## src/rtl/instruction_fetch.sv

```systemverilog
// PC generation and fetch-request stage feeding a word-addressed instruction cache.
// Retries the same PC after a fixed back-off on a miss and queues fetched words to decode.
module instruction_fetch #(
    parameter int unsigned          DATAWIDTH = 32'd32,
    parameter logic [DATAWIDTH-1:0] RESET_PC  = {DATAWIDTH{1'b0}},
    parameter logic [DATAWIDTH-1:0] PC_STEP   = {{(DATAWIDTH-1){1'b0}}, 1'b1},
    parameter int unsigned          MISS_WAIT = 32'd2
) (
    input  logic                 clock,
    input  logic                 reset,
    input  logic                 fetch_enable,
    input  logic                 redirect_valid,
    input  logic [DATAWIDTH-1:0] redirect_pc,
    output logic                 ic_read,
    output logic [DATAWIDTH-1:0] ic_address,
    input  logic                 ic_hit,
    input  logic [DATAWIDTH-1:0] ic_data,
    output logic                 inst_valid,
    input  logic                 inst_ready,
    output logic [DATAWIDTH-1:0] inst,
    output logic [DATAWIDTH-1:0] inst_pc,
    output logic [15:0]          miss_count
);

    typedef enum logic [1:0] {
        ST_ISSUE     = 2'd0,
        ST_RESP      = 2'd1,
        ST_MISS_WAIT = 2'd2
    } state_t;

    localparam logic [3:0] WAIT_LOAD = 4'(MISS_WAIT - 32'd1);

    state_t               state_r;
    logic [DATAWIDTH-1:0] pc_r;
    logic [3:0]           wait_cnt_r;
    logic [15:0]          miss_count_r;
    logic [1:0]           count_r;
    logic [DATAWIDTH-1:0] head_inst_r;
    logic [DATAWIDTH-1:0] head_pc_r;
    logic [DATAWIDTH-1:0] tail_inst_r;
    logic [DATAWIDTH-1:0] tail_pc_r;

    logic issue_s;
    logic push_s;
    logic pop_s;

    function automatic logic [15:0] sat_inc16(input logic [15:0] value);
        if (value == 16'hFFFF) begin
            return value;
        end else begin
            return value + 16'd1;
        end
    endfunction

    // Request, push and pop qualifiers; a redirect suppresses all three.
    always_comb begin
        issue_s = 1'b0;
        push_s  = 1'b0;
        pop_s   = 1'b0;
        if (!reset && !redirect_valid && (state_r == ST_ISSUE) && fetch_enable && (count_r < 2'd2)) begin
            issue_s = 1'b1;
        end else begin
            issue_s = 1'b0;
        end
        if (!redirect_valid && (state_r == ST_RESP) && ic_hit) begin
            push_s = 1'b1;
        end else begin
            push_s = 1'b0;
        end
        if (!redirect_valid && (count_r != 2'd0) && inst_ready) begin
            pop_s = 1'b1;
        end else begin
            pop_s = 1'b0;
        end
    end

    // Fetch sequencer: PC, state, miss back-off counter and miss statistics.
    always_ff @(posedge clock or posedge reset) begin
        if (reset) begin
            state_r      <= ST_ISSUE;
            pc_r         <= RESET_PC;
            wait_cnt_r   <= 4'd0;
            miss_count_r <= 16'd0;
        end else if (redirect_valid) begin
            state_r    <= ST_ISSUE;
            pc_r       <= redirect_pc;
            wait_cnt_r <= 4'd0;
        end else begin
            case (state_r)
                ST_ISSUE: begin
                    if (issue_s) begin
                        state_r <= ST_RESP;
                    end else begin
                        state_r <= ST_ISSUE;
                    end
                end
                ST_RESP: begin
                    if (ic_hit) begin
                        pc_r    <= pc_r + PC_STEP;
                        state_r <= ST_ISSUE;
                    end else begin
                        miss_count_r <= sat_inc16(miss_count_r);
                        wait_cnt_r   <= WAIT_LOAD;
                        state_r      <= ST_MISS_WAIT;
                    end
                end
                ST_MISS_WAIT: begin
                    if (wait_cnt_r == 4'd0) begin
                        state_r <= ST_ISSUE;
                    end else begin
                        wait_cnt_r <= wait_cnt_r - 4'd1;
                    end
                end
                default: begin
                    state_r    <= ST_ISSUE;
                    wait_cnt_r <= 4'd0;
                end
            endcase
        end
    end

    // Two-entry queue kept as head/tail slots so the head holds its last value once drained.
    always_ff @(posedge clock or posedge reset) begin
        if (reset) begin
            count_r     <= 2'd0;
            head_inst_r <= {DATAWIDTH{1'b0}};
            head_pc_r   <= {DATAWIDTH{1'b0}};
            tail_inst_r <= {DATAWIDTH{1'b0}};
            tail_pc_r   <= {DATAWIDTH{1'b0}};
        end else if (redirect_valid) begin
            count_r <= 2'd0;
        end else begin
            case ({push_s, pop_s})
                2'b10: begin
                    if (count_r == 2'd0) begin
                        head_inst_r <= ic_data;
                        head_pc_r   <= pc_r;
                    end else begin
                        tail_inst_r <= ic_data;
                        tail_pc_r   <= pc_r;
                    end
                    count_r <= count_r + 2'd1;
                end
                2'b01: begin
                    if (count_r == 2'd2) begin
                        head_inst_r <= tail_inst_r;
                        head_pc_r   <= tail_pc_r;
                    end else begin
                        head_inst_r <= head_inst_r;
                        head_pc_r   <= head_pc_r;
                    end
                    count_r <= count_r - 2'd1;
                end
                2'b11: begin
                    if (count_r == 2'd1) begin
                        head_inst_r <= ic_data;
                        head_pc_r   <= pc_r;
                    end else begin
                        head_inst_r <= tail_inst_r;
                        head_pc_r   <= tail_pc_r;
                        tail_inst_r <= ic_data;
                        tail_pc_r   <= pc_r;
                    end
                end
                default: begin
                    count_r <= count_r;
                end
            endcase
        end
    end

    assign ic_read    = issue_s;
    assign ic_address = pc_r;
    assign inst_valid = (count_r != 2'd0);
    assign inst       = head_inst_r;
    assign inst_pc    = head_pc_r;
    assign miss_count = miss_count_r;

endmodule

```

## config.mk

```make
export PLATFORM = sky130hd
export DESIGN_NAME = instruction_fetch
export DESIGN_NICKNAME = d
export VERILOG_FILES = /design/src/rtl/instruction_fetch.sv
export SDC_FILE = /design/constraint.sdc
export NUM_CORES = 1
export LEC_CHECK = 0
export ABC_AREA = 1
export BUFFER_PORTS_ARGS = -buffer_cell sky130_fd_sc_hd__buf_2
export CAP_MARGIN = 20
export CORE_MARGIN = 3
export CORE_UTILIZATION = 55
export DETAILED_ROUTE_END_ITERATION = 6
export GPL_TIMING_DRIVEN = 0
export PLACE_DENSITY_LB_ADDON = 0.12
export SETUP_SLACK_MARGIN = 0.3
export SYNTH_ARGS = -nofsm -noshare
export SYNTH_HDL_FRONTEND = slang
export SYNTH_SLANG_ARGS = --single-unit
export TNS_END_PERCENT = 5
```

## constraint.sdc

```tcl
create_clock -name clock -period 10.2 [get_ports clock]
set_clock_uncertainty 0.15 [all_clocks]
set_input_delay 2.04 -clock clock [delete_from_list [all_inputs] [get_ports clock]]
set_output_delay 2.04 -clock clock [all_outputs]
set_load 0.05 [all_outputs]
```

==> results.json <==
{
  "grt_overflow": 0,
  "wire_per_inst_um": 14.4,
  "ys_seq_area_frac": 0.491,
  "synth_top_family_by_area": "simple AND/OR/NAND/NOR gates",
  "cts_tree": "built",
  "rsz0062_at_grt": "no",
  "core_um2": 16600,
  "powerDensity_nw_per_um2": 269,
  "dp_hpwl_um": 17500,
  "initial_core_util": 0.564,
  "avgViaCountPerCell": 5.08,
  "synth_cell_types": 34,
  "htree_num_levels": 4,
  "fin_crit_ns": 5.42,
  "intPower_mw": 1.67,
  "area_growth_pct": 19.5,
  "whs_path_depth": 2,
  "post_cts_buffers": 0,
  "worstMarginPinSlew_ns": 0.629,
  "worst_setup_path_end_kind": "output pin",
  "final_max_slew_viol_count": 0,
  "power_frac_comb": 0.400,
  "clock.fmax_ghz": 0.185,
  "syn_area_per_cell_um2": 7.46,
  "switchingPower_mw": 1.34,
  "insertion_delay_ns": 0.43,
  "start_kind": "input port",
  "p_seq_frac": 0.374,
  "reg2regPathDepth": 11,
  "drt_first_pass_iters": 5,
  "netlist_area_um2": 9380,
  "r2r-end": "inst_pc[22]",
  "yosys.area_share.simple": 0.282,
  "rrSetupSlack_ns": 7.73,
  "ys_ff_latch": 184,
  "grt_max_degree": 97,
  "slew_headroom": 0.581,
  "antenna_found_initial": 0,
  "run_status": "finished, final reports clean",
  "critPathRequiredTime_ns": 8.01,
  "dieArea_um2": 18700,
  "ant_nets": 0,
  "pin_count": 184,
  "wl_um": 24500,
  "setup_viol": 0,
  "clockBufferDepth": 2,
  "row_count": 47,
  "grtUsageTotal": 0.268,
  "worstHoldStart": "inst[16]",
  "swShare": 0.445,
  "critPathArrivalTime_ns": 3.23,
  "place_congestion": 0.986,
  "cp_max_fo": 90,
  "cts-resized-gates": 0,
  "die_h_um": 137,
  "final_layout_size_suffix_gt1_frac": 0.185,
  "min_period_over_period": 0.531,
  "synth_warnings": 0,
  "drt-initial-drc-count": 608,
  "ir_worst_vdd_uv": 157,
  "path_clk_slew_ns": 0.07,
  "min_to": "inst[16]",
  "fp.dieW_um": 137,
  "synth_compound_area_frac": 0.102,
  "cts-root-buf": "clkbuf_16",
  "cts_made_buffers": 17,
  "clkSinkCount": 184,
  "hold_buffers": 0,
  "crit_type": "in2out",
  "port_buffers": 183,
  "synthAdderAreaFrac": 0.0133,
  "synth.area.mux_share": 0,
  "fin_nets": 1541,
  "power.clock.fraction": 0.226,
  "synth_cells": 1258,
  "grt_pass1_vias": 7813,
  "placed_area_um2": 10600,
  "holdCritPathClass": "reg2reg",
  "hold_viol_final": 0,
  "num_vias": 8605,
  "drv_cap": 0,
  "cp-startpoint": "reset",
  "synth_xor_area_frac": 0.0252,
  "drc": 0,
  "power_leakage_nw": 6.04,
  "finalPower_mw": 3.02,
  "grt_pass1_wl_um": 39400,
  "r2r-start": "state_r[1]",
  "finalInstanceArea_um2": 11200,
  "synthesis.nets": 1338
}
flip-flops by register name (all words and copies together) (netlist names):
name	cells
count_r	2
state_r	2
ic_address	32
inst_pc	32
wait_cnt_r	4
inst	32
tail_pc_r	32
tail_inst_r	32
miss_count	16
per-stage QoR:
| stage | std cells | setup TNS, ns | setup slack [ns] | hold WS (ns) | utilization |
|---|---|---|---|---|---|
| floorplan | 1258 | 0 | 1.13 | 0.333 | - |
| global placement | 1661 | -0.233 | -0.233 | 0.306 | 0.635 |
| detailed placement | 1662 | 0 | 4.76 | 0.310 | 0.637 |
| CTS | 1694 | 0 | 4.76 | 0.329 | 0.674 |
| global route | 1694 | 0 | 4.59 | 0.339 | 0.674 |
| finish | 1695 | 0 | 4.78 | 0.325 | 0.674 |
final cells by class:
class	instances	area (um2)
clock buffer	19	443
buffer	54	317
sequential	184	4600
multi-input combinational	886	3960
tap	220	275
timing repair buffer	184	943
inverter	134	510
fill	1486	5430
antenna	1	2.50
clock inverter	13	159
cell usage in the layout (no fill, tap or decap), types with 3 or more instances in the layout:
cell,synthesis,layout
xnor2_1,14,14
inv_2,8,8
xor2_1,13,13
dfrtp_1,184,184
nand4_1,3,3
inv_6,0,5
nand3_1,52,52
o21bai_1,5,5
a21oi_1,4,4
buf_6,7,7
nor3_1,10,10
nor2_1,62,62
ha_1,10,10
inv_8,0,3
inv_1,126,125
o211ai_1,5,5
o21ai_1,66,66
buf_2,25,208
buf_4,8,8
nand2_1,531,531
clkbuf_16,0,17
clkbuf_1,13,14
o21ai_0,95,95
worst max-delay path by stage:
stage | to | slack (ns) | depth (start not counted)
floorplan | ic_read | 1.13 | 3
global placement | ic_read | -0.23 | 5
detailed placement | ic_read | 4.76 | 5
CTS | ic_read | 4.76 | 5
global route | ic_read | 4.59 | 5
finish | ic_read | 4.78 | 5
power groups by stage:
stage               Sequential (mW)  Combinational, mW  Clock (mW)
global placement               1.13               1.19           0
floorplan                      1.63              0.412           0
global route                   1.16               1.31       0.724
CTS                            1.13               1.21       0.689
detailed placement             1.14               1.21           0
finish                         1.13               1.21       0.681
synthesized netlist by cell type, drive strengths merged:
library cell	n	area [um2]
nand4	3	18.8
dfrtp	184	4600
nor3	10	50.1
xnor2	14	123
nor3b	1	7.51
buf	41	268
o21ai	161	806
a21oi	4	20.0
o211ai	5	37.5
nand3	53	270
a31oi	1	6.26
inv	134	503
o21bai	5	37.5
or2	1	6.26
ha	10	125
clkbuf	13	48.8
o31ai	1	7.51
nor2	66	277
xor2	13	114
nand2	533	2010
a211oi	1	12.5
nand3b	1	7.51
o221ai	2	17.5
a22o	1	8.76
kinds of logic (layout without fill, tap and decap cells):
logic type	count (synthesis)	after routing
AOI/OAI and AO/OA	181	181
xor gates and xnor gates	27	27
adders and majority gates	10	10
buffers and inverters	188	404
DFF	184	184
other	0	1
and+or+nand+nor	668	668
critical path: stages:
cell,delay (ns)
buf_2,0.13
inv_8,0.44
nand3_1,0.14
nor2_1,0.14
buf_2,0.28
layer usage:
metal	vias to the layer above	share of wire	wire [um]	global-route usage
met5	-	0	0	0
met4	0	0.016	399	0.0733
met3	31	0.067	1630	0.0463
met2	269	0.47	11500	0.431
met1	3990	0.45	10900	0.376
li1	4315	-	-	-
Power figures use the tool's default switching activity.
